===== src/rtl/spv_vector_sequencer.sv =====
// Drives all eight {S,P,V} combinations, samples the LED reply, counts mismatches.
// Optional SPV_FAIL_LOG_EN macro adds first-failure capture ports.
module spv_vector_sequencer #(
    parameter int         HOLD_CYCLES = 100,
    parameter logic [7:0] EXPECT      = 8'hF8
) (
    input  logic       clk,
    input  logic       rst,
    input  logic       start,
    input  logic       led_in,
    output logic       s_out,
    output logic       p_out,
    output logic       v_out,
    output logic       busy,
    output logic       done,
    output logic       pass,
`ifdef SPV_FAIL_LOG_EN
    output logic [2:0] first_fail_vec,
    output logic       first_fail_valid,
`endif
    output logic [3:0] err_count
);

    localparam int CW = (HOLD_CYCLES > 1) ? $clog2(HOLD_CYCLES) : 1;
    localparam logic [CW-1:0] LAST = CW'(HOLD_CYCLES - 1);

    typedef enum logic [1:0] {IDLE, DRIVE, DONE} state_t;

    state_t        state;
    logic [2:0]    vec;
    logic [CW-1:0] cnt;
    logic          smp;
    logic          smp_exp;
    logic [2:0]    smp_vec;
    logic          launch;
    logic          miss;
    logic [3:0]    err_nxt;

    // Outputs lag state by one edge, so the compare is pipelined one
    // cycle to land on the last cycle the vector is actually on the pins.
    assign launch  = start && (state == IDLE || state == DONE);
    assign miss    = smp && (led_in != smp_exp);
    assign err_nxt = launch ? 4'd0 : err_count + {3'd0, miss};

    always_ff @(posedge clk) begin
        if (rst) begin
            state     <= IDLE;
            vec       <= 3'd0;
            cnt       <= '0;
            smp       <= 1'b0;
            smp_exp   <= 1'b0;
            smp_vec   <= 3'd0;
            s_out     <= 1'b0;
            p_out     <= 1'b0;
            v_out     <= 1'b0;
            busy      <= 1'b0;
            done      <= 1'b0;
            pass      <= 1'b0;
            err_count <= 4'd0;
        end else begin
            smp <= 1'b0;
            unique case (state)
                IDLE, DONE: begin
                    if (start) begin
                        state <= DRIVE;
                        vec   <= 3'd0;
                        cnt   <= '0;
                    end
                end
                DRIVE: begin
                    if (cnt == LAST) begin
                        smp     <= 1'b1;
                        smp_exp <= EXPECT[vec];
                        smp_vec <= vec;
                        cnt     <= '0;
                        if (vec == 3'd7) begin
                            state <= DONE;
                        end else begin
                            vec <= vec + 3'd1;
                        end
                    end else begin
                        cnt <= cnt + 1'b1;
                    end
                end
                default: state <= IDLE;
            endcase

            busy <= (state == DRIVE);
            {s_out, p_out, v_out} <= (state == DRIVE) ? vec : 3'd0;
            done      <= (state == DONE) && !start;
            pass      <= (state == DONE) && !start && (err_nxt == 4'd0);
            err_count <= err_nxt;
        end
    end

`ifdef SPV_FAIL_LOG_EN
    always_ff @(posedge clk) begin
        if (rst) begin
            first_fail_vec   <= 3'd0;
            first_fail_valid <= 1'b0;
        end else if (launch) begin
            first_fail_vec   <= 3'd0;
            first_fail_valid <= 1'b0;
        end else if (miss && !first_fail_valid) begin
            first_fail_vec   <= smp_vec;
            first_fail_valid <= 1'b1;
        end
    end
`endif

endmodule


===== config.mk =====
export PLATFORM = sky130hd
export DESIGN_NAME = spv_vector_sequencer
export DESIGN_NICKNAME = d
export VERILOG_FILES = /design/src/rtl/spv_vector_sequencer.sv
export SDC_FILE = /design/constraint.sdc
export NUM_CORES = 1
export LEC_CHECK = 0
export CORE_MARGIN = 2
export CORE_UTILIZATION = 31
export CTS_CLUSTER_SIZE = 16
export DETAILED_ROUTE_END_ITERATION = 10
export DONT_BUFFER_PORTS = 1
export PLACE_DENSITY = 0.46
export SKIP_CTS_REPAIR_TIMING = 1
export SLEW_MARGIN = 20
export SYNTH_ARGS = -nofsm -noshare
export SYNTH_HDL_FRONTEND = slang
export SYNTH_SLANG_ARGS = --single-unit

===== constraint.sdc =====
create_clock -name clk -period 2 [get_ports clk]
set_clock_uncertainty 0.1 [all_clocks]
set_input_delay 0.3 -clock clk [delete_from_list [all_inputs] [get_ports clk]]
set_output_delay 0.3 -clock clk [all_outputs]
set_load 0.05 [all_outputs]

Word level (Yosys, flattened, before mapping)
Memory sizes are Yosys's and may differ from the RTL's. A register that Yosys moved wholly into a read port is not among the register bits.
Cells that the tools add are included.
Cells by class
  reduce and logical (&&, ||, !) cells: 15
  add/sub/neg operators: 3
  bitwise logic cells: 1
  multiplexer cells: 13
  eq/ne operators: 9
Operators by type and width (number)
  2-to-1 mux 7 bit: 2
  case mux 7 bit (2 select lines): 1
  2-to-1 mux 3 bit: 3
  != test 2 bit, second input constant: 4
  adder 7 x 1 -> 7 bit, second input constant: 1
  == test 7 bit, second input constant: 1
  2-to-1 mux 2 bit: 3
  case mux 3 bit (2 select lines): 1
  adder 4 x 1 -> 4 bit: 1
  logical AND 1 bit: 4
  logical NOT 4 bit: 1
  2-to-1 mux 4 bit: 1
  case mux 2 bit (2 select lines): 1
  AND reduction 2 bit: 2
  AND reduction 4 bit: 1
  OR reduction 2 bit: 2
  adder 3 x 1 -> 3 bit, second input constant: 1
  == test 3 bit, second input constant: 1
  AND reduction 3 bit: 1
  == test 2 x 1 -> 1 bit, second input constant: 1
  == test 2 bit, second input constant: 1
  logical NOT 2 bit: 1
  nonzero test 2 bit: 1
  logical NOT 1 bit: 1
  other kinds (4): 4
Word-level totals
  logic and storage cells: 53
  memories kept: 1
  input bits: 4
  flip-flop bits (word level): 23
  output and inout bits: 10
  memory bits (read-only): 8
Memories
  (name not given): words 8, width 1, rd ports 1, clocked after Yosys merged registers in 1, wr ports 0, RTL line 73  | smp_exp <= EXPECT[vec];

Longest topological paths before layout
  depth after elaboration: 6
  mapped depth: 6
  mapped depth without buffers: 6

Least setup slack after synthesis
OpenSTA, ideal clock, no wires.
  path type: reg2reg
  start point: register err_count[0]
  end point: register pass
  slack: 476 ps
  cell stages (with the launch flop): 5
  library setup time: 116 ps
  arrival time: 1307 ps
  period minus slack after synthesis: 1524 ps
  required time: 1784 ps
  buffers on the path: 0
  cells stage by stage: dfxtp_1 > ha_1 > nand3_1 > xor2_1 > and4_1
Between the ends
  cells in the longest elaborated chain, start to end: 4
Ends and longest elaborated chain
  start: declaration: RTL line 21  | output logic [3:0] err_count
  start signal: assignment: RTL line 92  | err_count <= err_nxt;
  adder 4 x 1 -> 4 bit: RTL line 43  | assign err_nxt = launch ? 4'd0 : err_count + {3'd0, miss};
  2-to-1 mux 4 bit: RTL line 43
  logical NOT 4 bit: RTL line 91  | pass <= (state == DONE) && !start && (err_nxt == 4'd0);
  logical AND 1 bit: RTL line 91
  end signal: assignment: RTL line 91
  end: declaration: RTL line 16  | output logic pass,
Every way passes these cells.
A chain may end at the register's enable or synchronous reset.

Worst setup path in the final report
  start point: register cnt[2]
  end point: register vec[2]
Between the ends
  cells in the longest elaborated chain, start to end: 3
Ends and longest elaborated chain
  start: declaration: RTL line 31  | logic [CW-1:0] cnt;
  start signal: assignment: RTL line 82  | cnt <= cnt + 1'b1;
  == test 7 bit: RTL line 71  | if (cnt == LAST) begin
  != test 2 bit (no line)
  AND reduction 4 bit (no line)
  end signal: assignment: RTL line 79  | vec <= vec + 3'd1;
  end: declaration: RTL line 30  | logic [2:0] vec;
Every way passes these cells.

==> impl_results.md <==
* Synth Cell Area at 1003 µm²
* Longest Clk Path Bufs at 2
* Largest net degree at the start of global routing at 17
* Via Count at 787
* Outcome: complete, no violations
* Starting Density at 32.60%
* Synth Area in Simple Gates at 26.93%
* Setup TNS at 0 ns
* Most frequent cells after synthesis: 24 x dfxtp_1, 12 x nor2_1, 6 x and2_1, 6 x ha_1
* Final-stage net count at 123
* Main synth FF type: dfxtp_1
* Die Span Y at 60.90 µm
* GRT Total Usage at 12.01%
* Routed wire per std cell at 12.79 µm
* RSZ-0062 raised after global routing: no
* Skew-Pair Late Insertion Delay at 0.32 ns
* Depth of the CTS H-tree at 1
* FFs w/ async S/R, synth at 0%
* Crit share post-route at 80.88%
* Crit path capture: vec[2]
* Number of fill cells at 329
* CP Launch Point: cnt[2]
* Pins Over Slew Limit at 0
* HPWL after detailed placement at 1473 µm
* Initial antenna violation count at 0
* Maximum fanout along the worst path at 7
* Die span in x at 60.90 µm
* Startpoint Class: flip-flop
* Placeable Area at 3078 µm²
* Worst slew margin at 66.20%
* EDFF count, synth at 0
* CTS tree: done
* Mux cell area share after synthesis at 1.995%
* Hold slack at 0.04056 ns
* First-pass GRT wire length at 3187 µm
* Cells after Synth at 104
* WP data required at 2.16 ns
* Layout cells sized above 1 at 10.71%
* Vias per cell at 5.045
* Post-layout min period at 1.618 ns
* Residual DRC count at 0
* Synth unique cells at 33
* Initial DRT Pass Iterations at 4
* Total die area at 3708 µm²
* Synth Area in Compound Gates at 10.72%
* Worst vdd ir at 287.4 µV
* Most instantiated library cell after synthesis: dfxtp_1
* R2r setup slk at 0.38 ns
* Area leader, netlist: dfxtp_1
* Area Overhead vs Synth at 14.71%
* Pwr/cell area at 769.9 nW/µm²
* Synth area leaders: dfxtp_1 48%, ha_1 7.5%, nor2_1 4.5%, and2_1 3.7%, nand2b_1 3.1%
* Area of the multi-input gates at 508.0 µm²
* Worst Tran Pin Value at 0.5052 ns
* Inserted Diodes at 0
* Main combinational cell family by area after synthesis: simple AND/OR/NAND/NOR gates
* Worst r2r src: cnt[2]
* Root Buffer: clkbuf_4
* Worst setup path category: reg2reg
* Hold WC Path Type: in2reg
* Number of I/O port buffers at 0
* FF-to-FF path depth at 4
* CP arrival at 1.78 ns
* Maximum Capacitance Violations at 0
* Post-route ant nets at 0
* Final setup fails at 0
* # IOs at 14
* Sequential-to-total area share from yosys stat at 47.88%
* Terminus of the critical flop-to-flop path: vec[2]
* Seq cells post-synth at 24
* Yosys warns at 0
* Post-synth top area share at 47.88%
* Grt total ovfl at 0
* Critical path capture point type: flip-flop
* Syn Area/Cell at 9.649 µm²
* Leakage at 0.4374 nW
* Max Fclk at 0.6182 GHz
* Clock slew at reported path FFs at 0.14 ns
* Vias in the first global route at 701
* Routability cong. at 0.7341
* Xor/xnor cell area share of the yosys netlist at 3.491%
* Adder-Cell Fraction of Synth Area at 7.481%
* Final wirelength at 1996 µm
* Syn_nets at 114
* Iter 0 DRT Violations at 13
* Final hold vios at 0
* CTS sink count at 24
* Register Area at 480.5 µm²
* Cts bufs inserted at 3
* Row count at 20
-- cell type report --
class,instances,share of cell area (%)
well taps,44,4.783
inverters,2,0.6522
repair buffers,6,4.130
clock buffers,3,1.957
clock inverters,1,2.609
multi-input cells,76,44.13
flip-flops and latches,24,41.74
-- worst max-delay path, cell delays in order, from the launching register on --
cell	delay, ns
dfxtp_1	0.38
nor4b_2	0.38
nand4_1	0.19
nor2_1	0.27
mux2i_1	0.23
-- stage by stage --
| step | setup WS, ns | util [%] | instance area (µm²) | cells | power [W] |
|---|---|---|---|---|---|
| CTS | 0.3812 | 37.07 | 1141 | 155 | 0.0008857 |
| finish | 0.3824 | 37.40 | 1151 | 156 | 0.0008863 |
| detailed placement | 0.4286 | 35.37 | 1089 | 151 | 0.0005400 |
| global placement | 0.4361 | 35.37 | 1089 | 151 | 0.0005402 |
| global route | 0.2897 | 37.40 | 1151 | 156 | 0.0009223 |
| floorplan | 0.4763 | - | 1003 | 104 | 0.0005320 |
-- cells by family after synthesis --
group | count (synthesis)
AOI/OAI and AO/OA | 17
xor gates and xnor gates | 4
adders and majority gates | 6
buffers and inverters | 4
DFF | 24
muxes | 2
and+or+nand+nor | 47
-- per-layer routing --
metal	part of all wire [%]	vias to the layer above	track usage [%]	wire length, µm
li1	-	391	-	-
met1	48	377	15.45	951
met2	47	17	19.20	936
met3	4.4	2	3.198	87
met4	1.1	0	4.658	21
met5	0	-	0	0
-- sequential cells by signal, indices dropped and copies added, names as in the netlist --
signal / cells
done: 1
err_count: 4
s_out: 1
smp: 1
cnt: 7
v_out: 1
smp_exp: 1
busy: 1
state: 2
p_out: 1
pass: 1
vec: 3
-- worst min-delay path by stage --
stage	depth (start not counted)	slack, ns	end	from
2_1_floorplan	1	0.29	smp	rst
3_3_place_gp	1	0.27	cnt[4]	rst
3_5_place_dp	1	0.27	cnt[4]	rst
4_1_cts	1	-0.07	state[0]	rst
5_1_grt	2	0.04	vec[0]	rst
6_report	2	0.04	vec[1]	rst
-- power breakdown --
part | internal [W] | switching [W] | total (W)
logic | 0.0000137 | 0.0000274 | 0.0000411
registers | 0.000483 | 0.00000894 | 0.000492
clock network | 0.000203 | 0.000150 | 0.000353
-- cell usage in the layout, fill, tap and decap left out, types with 2 or more instances in the layout --
master     n
nor2_1    12
nand3_1    4
inv_1      2
nand2b_1   5
nor3_1     3
o21ai_0    4
or4_1      2
clkbuf_4   3
xnor2_1    2
nand2_1    5
a211oi_1   2
ha_1       6
xor2_1     2
mux2i_1    2
dfxtp_1   24
a21oi_1    5
and2_1     6
buf_4      5
No activity file was read; power rests on OpenSTA's default activity.
